==> config.mk <==
export PLATFORM = sky130hd
export DESIGN_NAME = sram_like_arbiter
export DESIGN_NICKNAME = d
export VERILOG_FILES = /design/src/rtl/sram_like_arbiter.sv
export SDC_FILE = /design/constraint.sdc
export NUM_CORES = 1
export LEC_CHECK = 0
export ABC_AREA = 0
export CAP_MARGIN = 20
export CORE_AREA = 2 2 119 121
export CTS_CLUSTER_DIAMETER = 150
export DETAILED_ROUTE_END_ITERATION = 10
export DIE_AREA = 0 0 121 123
export GPL_TIMING_DRIVEN = 1
export HOLD_SLACK_MARGIN = 0.1
export PLACE_DENSITY = 0.64
export SYNTH_ARGS = -nofsm -noshare
export SYNTH_HDL_FRONTEND = slang
export SYNTH_SLANG_ARGS = --single-unit
==> constraint.sdc <==
create_clock -name clk -period 2.7 [get_ports clk]
set_input_delay 0.27 -clock clk [delete_from_list [all_inputs] [get_ports clk]]
set_output_delay 0.27 -clock clk [all_outputs]
set_load 0.05 [all_outputs]
==> src/rtl/sram_like_arbiter.sv <==
// Two-into-one arbiter for the SRAM-like bus: round-robin grant with locking while
// a request waits for addr_ok, plus an in-order ownership FIFO to route data_ok back.
module sram_like_arbiter #(
  parameter int unsigned MAX_OUTSTANDING = 4
) (
  input  logic        clk,
  input  logic        rst,

  input  logic        inst_req,
  input  logic        inst_wr,
  input  logic [1:0]  inst_size,
  input  logic [31:0] inst_addr,
  input  logic [31:0] inst_wdata,
  output logic [31:0] inst_rdata,
  output logic        inst_addr_ok,
  output logic        inst_data_ok,

  input  logic        data_req,
  input  logic        data_wr,
  input  logic [1:0]  data_size,
  input  logic [31:0] data_addr,
  input  logic [31:0] data_wdata,
  output logic [31:0] data_rdata,
  output logic        data_addr_ok,
  output logic        data_data_ok,

  output logic        mem_req,
  output logic        mem_wr,
  output logic [1:0]  mem_size,
  output logic [31:0] mem_addr,
  output logic [31:0] mem_wdata,
  input  logic [31:0] mem_rdata,
  input  logic        mem_addr_ok,
  input  logic        mem_data_ok
);

  localparam int unsigned PtrW = (MAX_OUTSTANDING > 1) ? $clog2(MAX_OUTSTANDING) : 1;
  localparam int unsigned CntW = $clog2(MAX_OUTSTANDING) + 1;
  localparam logic [CntW-1:0] CntFull = CntW'(MAX_OUTSTANDING);
  localparam logic [PtrW-1:0] PtrLast = PtrW'(MAX_OUTSTANDING - 1);

  typedef enum logic {
    SrcInst = 1'b0,
    SrcData = 1'b1
  } src_e;

  // Arbitration state
  src_e                 last_q, last_d;
  logic                 lock_q, lock_d;
  src_e                 lock_owner_q, lock_owner_d;

  // Ownership FIFO state
  logic [MAX_OUTSTANDING-1:0] own_q, own_d;
  logic [PtrW-1:0]      wr_ptr_q, wr_ptr_d;
  logic [PtrW-1:0]      rd_ptr_q, rd_ptr_d;
  logic [CntW-1:0]      cnt_q, cnt_d;

  logic                 fifo_full;
  logic                 fifo_empty;
  logic                 owner_req;
  logic                 gnt_valid;
  src_e                 gnt;
  logic                 accept;
  logic                 pop;
  src_e                 head;

  function automatic logic [PtrW-1:0] ptr_inc(input logic [PtrW-1:0] p);
    return (p == PtrLast) ? '0 : p + 1'b1;
  endfunction

  assign fifo_full  = (cnt_q == CntFull);
  assign fifo_empty = (cnt_q == '0);
  assign owner_req  = (lock_owner_q == SrcData) ? data_req : inst_req;
  assign head       = src_e'(own_q[rd_ptr_q]);

  // A full FIFO blocks the grant even if a pop is in flight this cycle.
  always_comb begin
    gnt_valid = 1'b0;
    gnt       = SrcInst;
    if (!fifo_full) begin
      if (lock_q && owner_req) begin
        gnt_valid = 1'b1;
        gnt       = lock_owner_q;
      end else if (inst_req && data_req) begin
        gnt_valid = 1'b1;
        gnt       = (last_q == SrcInst) ? SrcData : SrcInst;
      end else if (inst_req) begin
        gnt_valid = 1'b1;
        gnt       = SrcInst;
      end else if (data_req) begin
        gnt_valid = 1'b1;
        gnt       = SrcData;
      end
    end
  end

  assign accept = gnt_valid & mem_addr_ok;
  assign pop    = mem_data_ok & ~fifo_empty;

  // State register
  always_ff @(posedge clk or posedge rst) begin
    if (rst) begin
      last_q       <= SrcInst;
      lock_q       <= 1'b0;
      lock_owner_q <= SrcInst;
      own_q        <= '0;
      wr_ptr_q     <= '0;
      rd_ptr_q     <= '0;
      cnt_q        <= '0;
    end else begin
      last_q       <= last_d;
      lock_q       <= lock_d;
      lock_owner_q <= lock_owner_d;
      own_q        <= own_d;
      wr_ptr_q     <= wr_ptr_d;
      rd_ptr_q     <= rd_ptr_d;
      cnt_q        <= cnt_d;
    end
  end

  // Next-state logic
  always_comb begin
    last_d       = last_q;
    lock_d       = lock_q;
    lock_owner_d = lock_owner_q;
    own_d        = own_q;
    wr_ptr_d     = wr_ptr_q;
    rd_ptr_d     = rd_ptr_q;
    cnt_d        = cnt_q;

    // Hold the grant on a stalled request so the bus fields stay stable.
    if (gnt_valid && !mem_addr_ok) begin
      lock_d       = 1'b1;
      lock_owner_d = gnt;
    end else if (accept) begin
      lock_d = 1'b0;
    end else if (lock_q && !owner_req) begin
      lock_d = 1'b0;
    end

    if (accept) begin
      own_d[wr_ptr_q] = gnt;
      wr_ptr_d        = ptr_inc(wr_ptr_q);
      last_d          = gnt;
    end

    if (pop) begin
      rd_ptr_d = ptr_inc(rd_ptr_q);
    end

    unique case ({accept, pop})
      2'b10:   cnt_d = cnt_q + 1'b1;
      2'b01:   cnt_d = cnt_q - 1'b1;
      default: cnt_d = cnt_q;
    endcase
  end

  // Outputs
  always_comb begin
    mem_req   = gnt_valid;
    mem_wr    = inst_wr;
    mem_size  = inst_size;
    mem_addr  = inst_addr;
    mem_wdata = inst_wdata;
    if (gnt_valid && gnt == SrcData) begin
      mem_wr    = data_wr;
      mem_size  = data_size;
      mem_addr  = data_addr;
      mem_wdata = data_wdata;
    end

    inst_addr_ok = accept & (gnt == SrcInst);
    data_addr_ok = accept & (gnt == SrcData);
    inst_data_ok = pop & (head == SrcInst);
    data_data_ok = pop & (head == SrcData);
    inst_rdata   = mem_rdata;
    data_rdata   = mem_rdata;
  end

  a_one_addr_ok : assert property (@(posedge clk) disable iff (rst)
    !(inst_addr_ok && data_addr_ok));
  a_cnt_bound : assert property (@(posedge clk) disable iff (rst)
    cnt_q <= CntFull);

endmodule

==> flow_metrics.py <==
metrics = {
    "placed_design": {
        "io_buffers": 211,
        "dp_hpwl_um": 8369,
        "placed_cells": 534,
        "globalplace.congestion": 0.7545,
    },
    "finish": {
        "nets": 538,
        "instances_no_fill": 537,
        "final_cell_mix": "clkdlybuf4s50_1 (142), mux2_2 (60), buf_4 (56), buf_12 (17), dfrtp_1 (14)",
        "drive_gt1_share_pct": 39.78,
        "utilization_pct": 29.58,
        "final_common_cell": "clkdlybuf4s50_1",
        "area_delta_synth_final_pct": 91.09,
        "n_antenna_cell": 0,
    },
    "routing": {
        "wl_per_cell_um": 18.10,
        "wl_um": 9718,
        "first_iter_violations": 45,
        "ant_nets": 0,
        "drt_pass1_iterations": 4,
        "via_per_inst": 3.689,
        "vias": 1981,
        "drc": 0,
    },
    "floorplan": {
        "die_w_um": 121,
        "row_count": 43,
        "core_area_mm2": 0.01361,
        "die_height_um": 123,
        "start_util_pct": 15.48,
        "dieArea_mm2": 0.01488,
        "io_pins": 308,
    },
    "sta": {
        "finalHoldViolations": 0,
        "rsz0062_at_grt": "false",
        "clock.fmax_ghz": 0.4044,
        "fin_crit_ns": 2.473,
        "min_period_over_period_pct": 91.59,
        "worst_pin_slew_ns": 0.8033,
        "clock_skew_ns": 0.001804,
        "slew_headroom_pct": 45.99,
        "finalSetupTns_ns": 0,
        "setup_viol": 0,
        "slew_viol_final": 0,
    },
    "clock_tree": {
        "clk_latency_ns": 0.24,
        "postCtsHoldBufs": 0,
        "tritoncts": "yes",
        "cts_resized": 0,
        "numCtsBuffers": 3,
        "cts_num_sinks": 14,
        "root_buffer": "clkbuf_16",
        "path_clk_slew_ns": 0.04,
        "htree_levels": 1,
        "post-cts-setup-buffer-count": 0,
        "clock_path_buffers": 2,
    },
    "grt": {
        "track_usage_pct": 11.48,
        "grt_pass1_vias": 2045,
        "antenna_found_initial": 0,
        "grt_overflow": 0,
        "grt_max_degree": 32,
        "grt_first_pass_wirelength_um": 12630,
    },
    "setup_path": {
        "cp-start-kind": "flip-flop",
        "crit_end": "inst_data_ok",
        "r2r-end": "cnt_q[2]$_DFFE_PP0P_",
        "r2r_start": "cnt_q[0]$_DFFE_PP0P_",
        "path_class": "reg -> out",
        "critPathRequiredTime_ns": 2.43,
        "cp.arrival_ns": 2.20,
        "endpoint_kind": "primary output",
        "crit_start": "cnt_q[2]$_DFFE_PP0P_",
        "r2r_slack_ns": 0.40,
        "critPathMaxFanout": 6,
        "rr_worst_depth": 10,
    },
    "synthesis": {
        "yosys.area.top_type_share_pct": 32.07,
        "syn_inst": 211,
        "syn-num-nets": 390,
        "ys_ff_latch": 14,
        "synth_edf_count": 0,
        "syn-cell-area_mm2": 0.002107,
        "avgSynthCellArea_um2": 9.986,
        "yosys.cell_types.count": 29,
        "ys.flop_type": "dfrtp_1",
        "synthArstFlopShare_pct": 100.0,
        "yosys_warnings": 0,
        "ys_seq_area_share_pct": 16.63,
        "synth_largest_area_cell": "mux2_2",
        "synthTopCellsByArea": "mux2_2 (32%), buf_4 (23%), dfrtp_1 (17%)",
    },
    "flow_run": {
        "max_cap_viol_count": 0,
    },
    "power_and_ir_drop": {
        "powerDensity_mw_per_mm2": 781.4,
        "leakage_nw": 1.669,
        "ir_drop_mv": 0.4507,
        "finalPower_mw": 3.146,
    },
    "hold_path": {
        "hp-class": "in -> async",
    },
    "run_status": {
        "status": "finished clean",
    },
}
stage by stage:
step / setup slack [ns] / cell area (um^2) / hold WS (ns)
floorplan: 0.2976 / 2107 / 0.1592
global route: 0.03451 / 4026 / 0.5110
CTS: 0.1717 / 4026 / 0.4615
detailed placement: 0.2985 / 3951 / 0.4927
finish: 0.2271 / 4026 / 0.4208
global placement: 0.3501 / 3951 / 0.4719
flip-flops by register name, summed over array words and instances (netlist names):
register      cells
wr_ptr_q          2
rd_ptr_q          2
cnt_q             3
lock_q            1
own_q             4
last_q            1
lock_owner_q      1
synthesized netlist by cell type, types with 2 or more instances:
library cell / instances
buf_6: 7
buf_4: 64
mux2_1: 11
mux2_2: 60
o21ai_0: 10
inv_1: 8
nor2b_1: 3
ha_1: 6
dfrtp_1: 14
nor2_1: 4
nand2_1: 5
xor2_1: 2
layer usage:
metal  GRT usage (%)  routed length [um]  vias up
met2           19.80                4814      118
met3           3.090                 916        5
met4           2.108                  53        0
li1                -                   -      949
met5               0                   0        -
met1           14.49                3933      909
area by class of cell:
type,count,area [um^2]
Tap cell,180,225.2
Fill cell,1378,9585
Clock buffer,3,75.07
Inverter,8,30.03
Sequential cell,14,350.3
Multi-Input combinational cell,117,1164
Timing Repair Buffer,215,2182
critical path, cell delays in order, from the launching register on:
cell,delay (ns)
dfrtp_1,0.40
o31ai_1,0.71
nor2_1,0.12
clkdlybuf4s50_1,0.73
kinds of logic (layout without fill, tap and decap cells):
family	Yosys count	after routing	synth area share, %
compound gates	16	16	4.989
xor+xnor	3	3	1.247
buf+inv	80	226	28.15
mux	73	73	39.49
flops	14	14	16.63
fa+ha+maj	7	7	4.513
simple gates	18	18	4.989
report_power, final:
group / internal (mW) / switching (mW) / total (mW)
Sequential: 0.312 / 0.0821 / 0.394
Clock: 0.194 / 0.0839 / 0.277
Combinational: 1.05 / 1.42 / 2.47
how the worst min path moves through the flow:
stage / from / end / slack [ns] / cells past startpoint
after global placement: cnt_q[2]$_DFFE_PP0P_ / cnt_q[2]$_DFFE_PP0P_ / 0.47 / 1
after global routing: rst / own_q[3]$_DFFE_PP0P_ / 0.51 / 2
after CTS: rst / own_q[3]$_DFFE_PP0P_ / 0.46 / 2
after floorplan: rst / cnt_q[0]$_DFFE_PP0P_ / 0.16 / 1
after detailed placement: cnt_q[2]$_DFFE_PP0P_ / cnt_q[2]$_DFFE_PP0P_ / 0.49 / 1
final: rst / own_q[3]$_DFFE_PP0P_ / 0.42 / 2
Note: power is estimated with default switching activity, not from simulation.
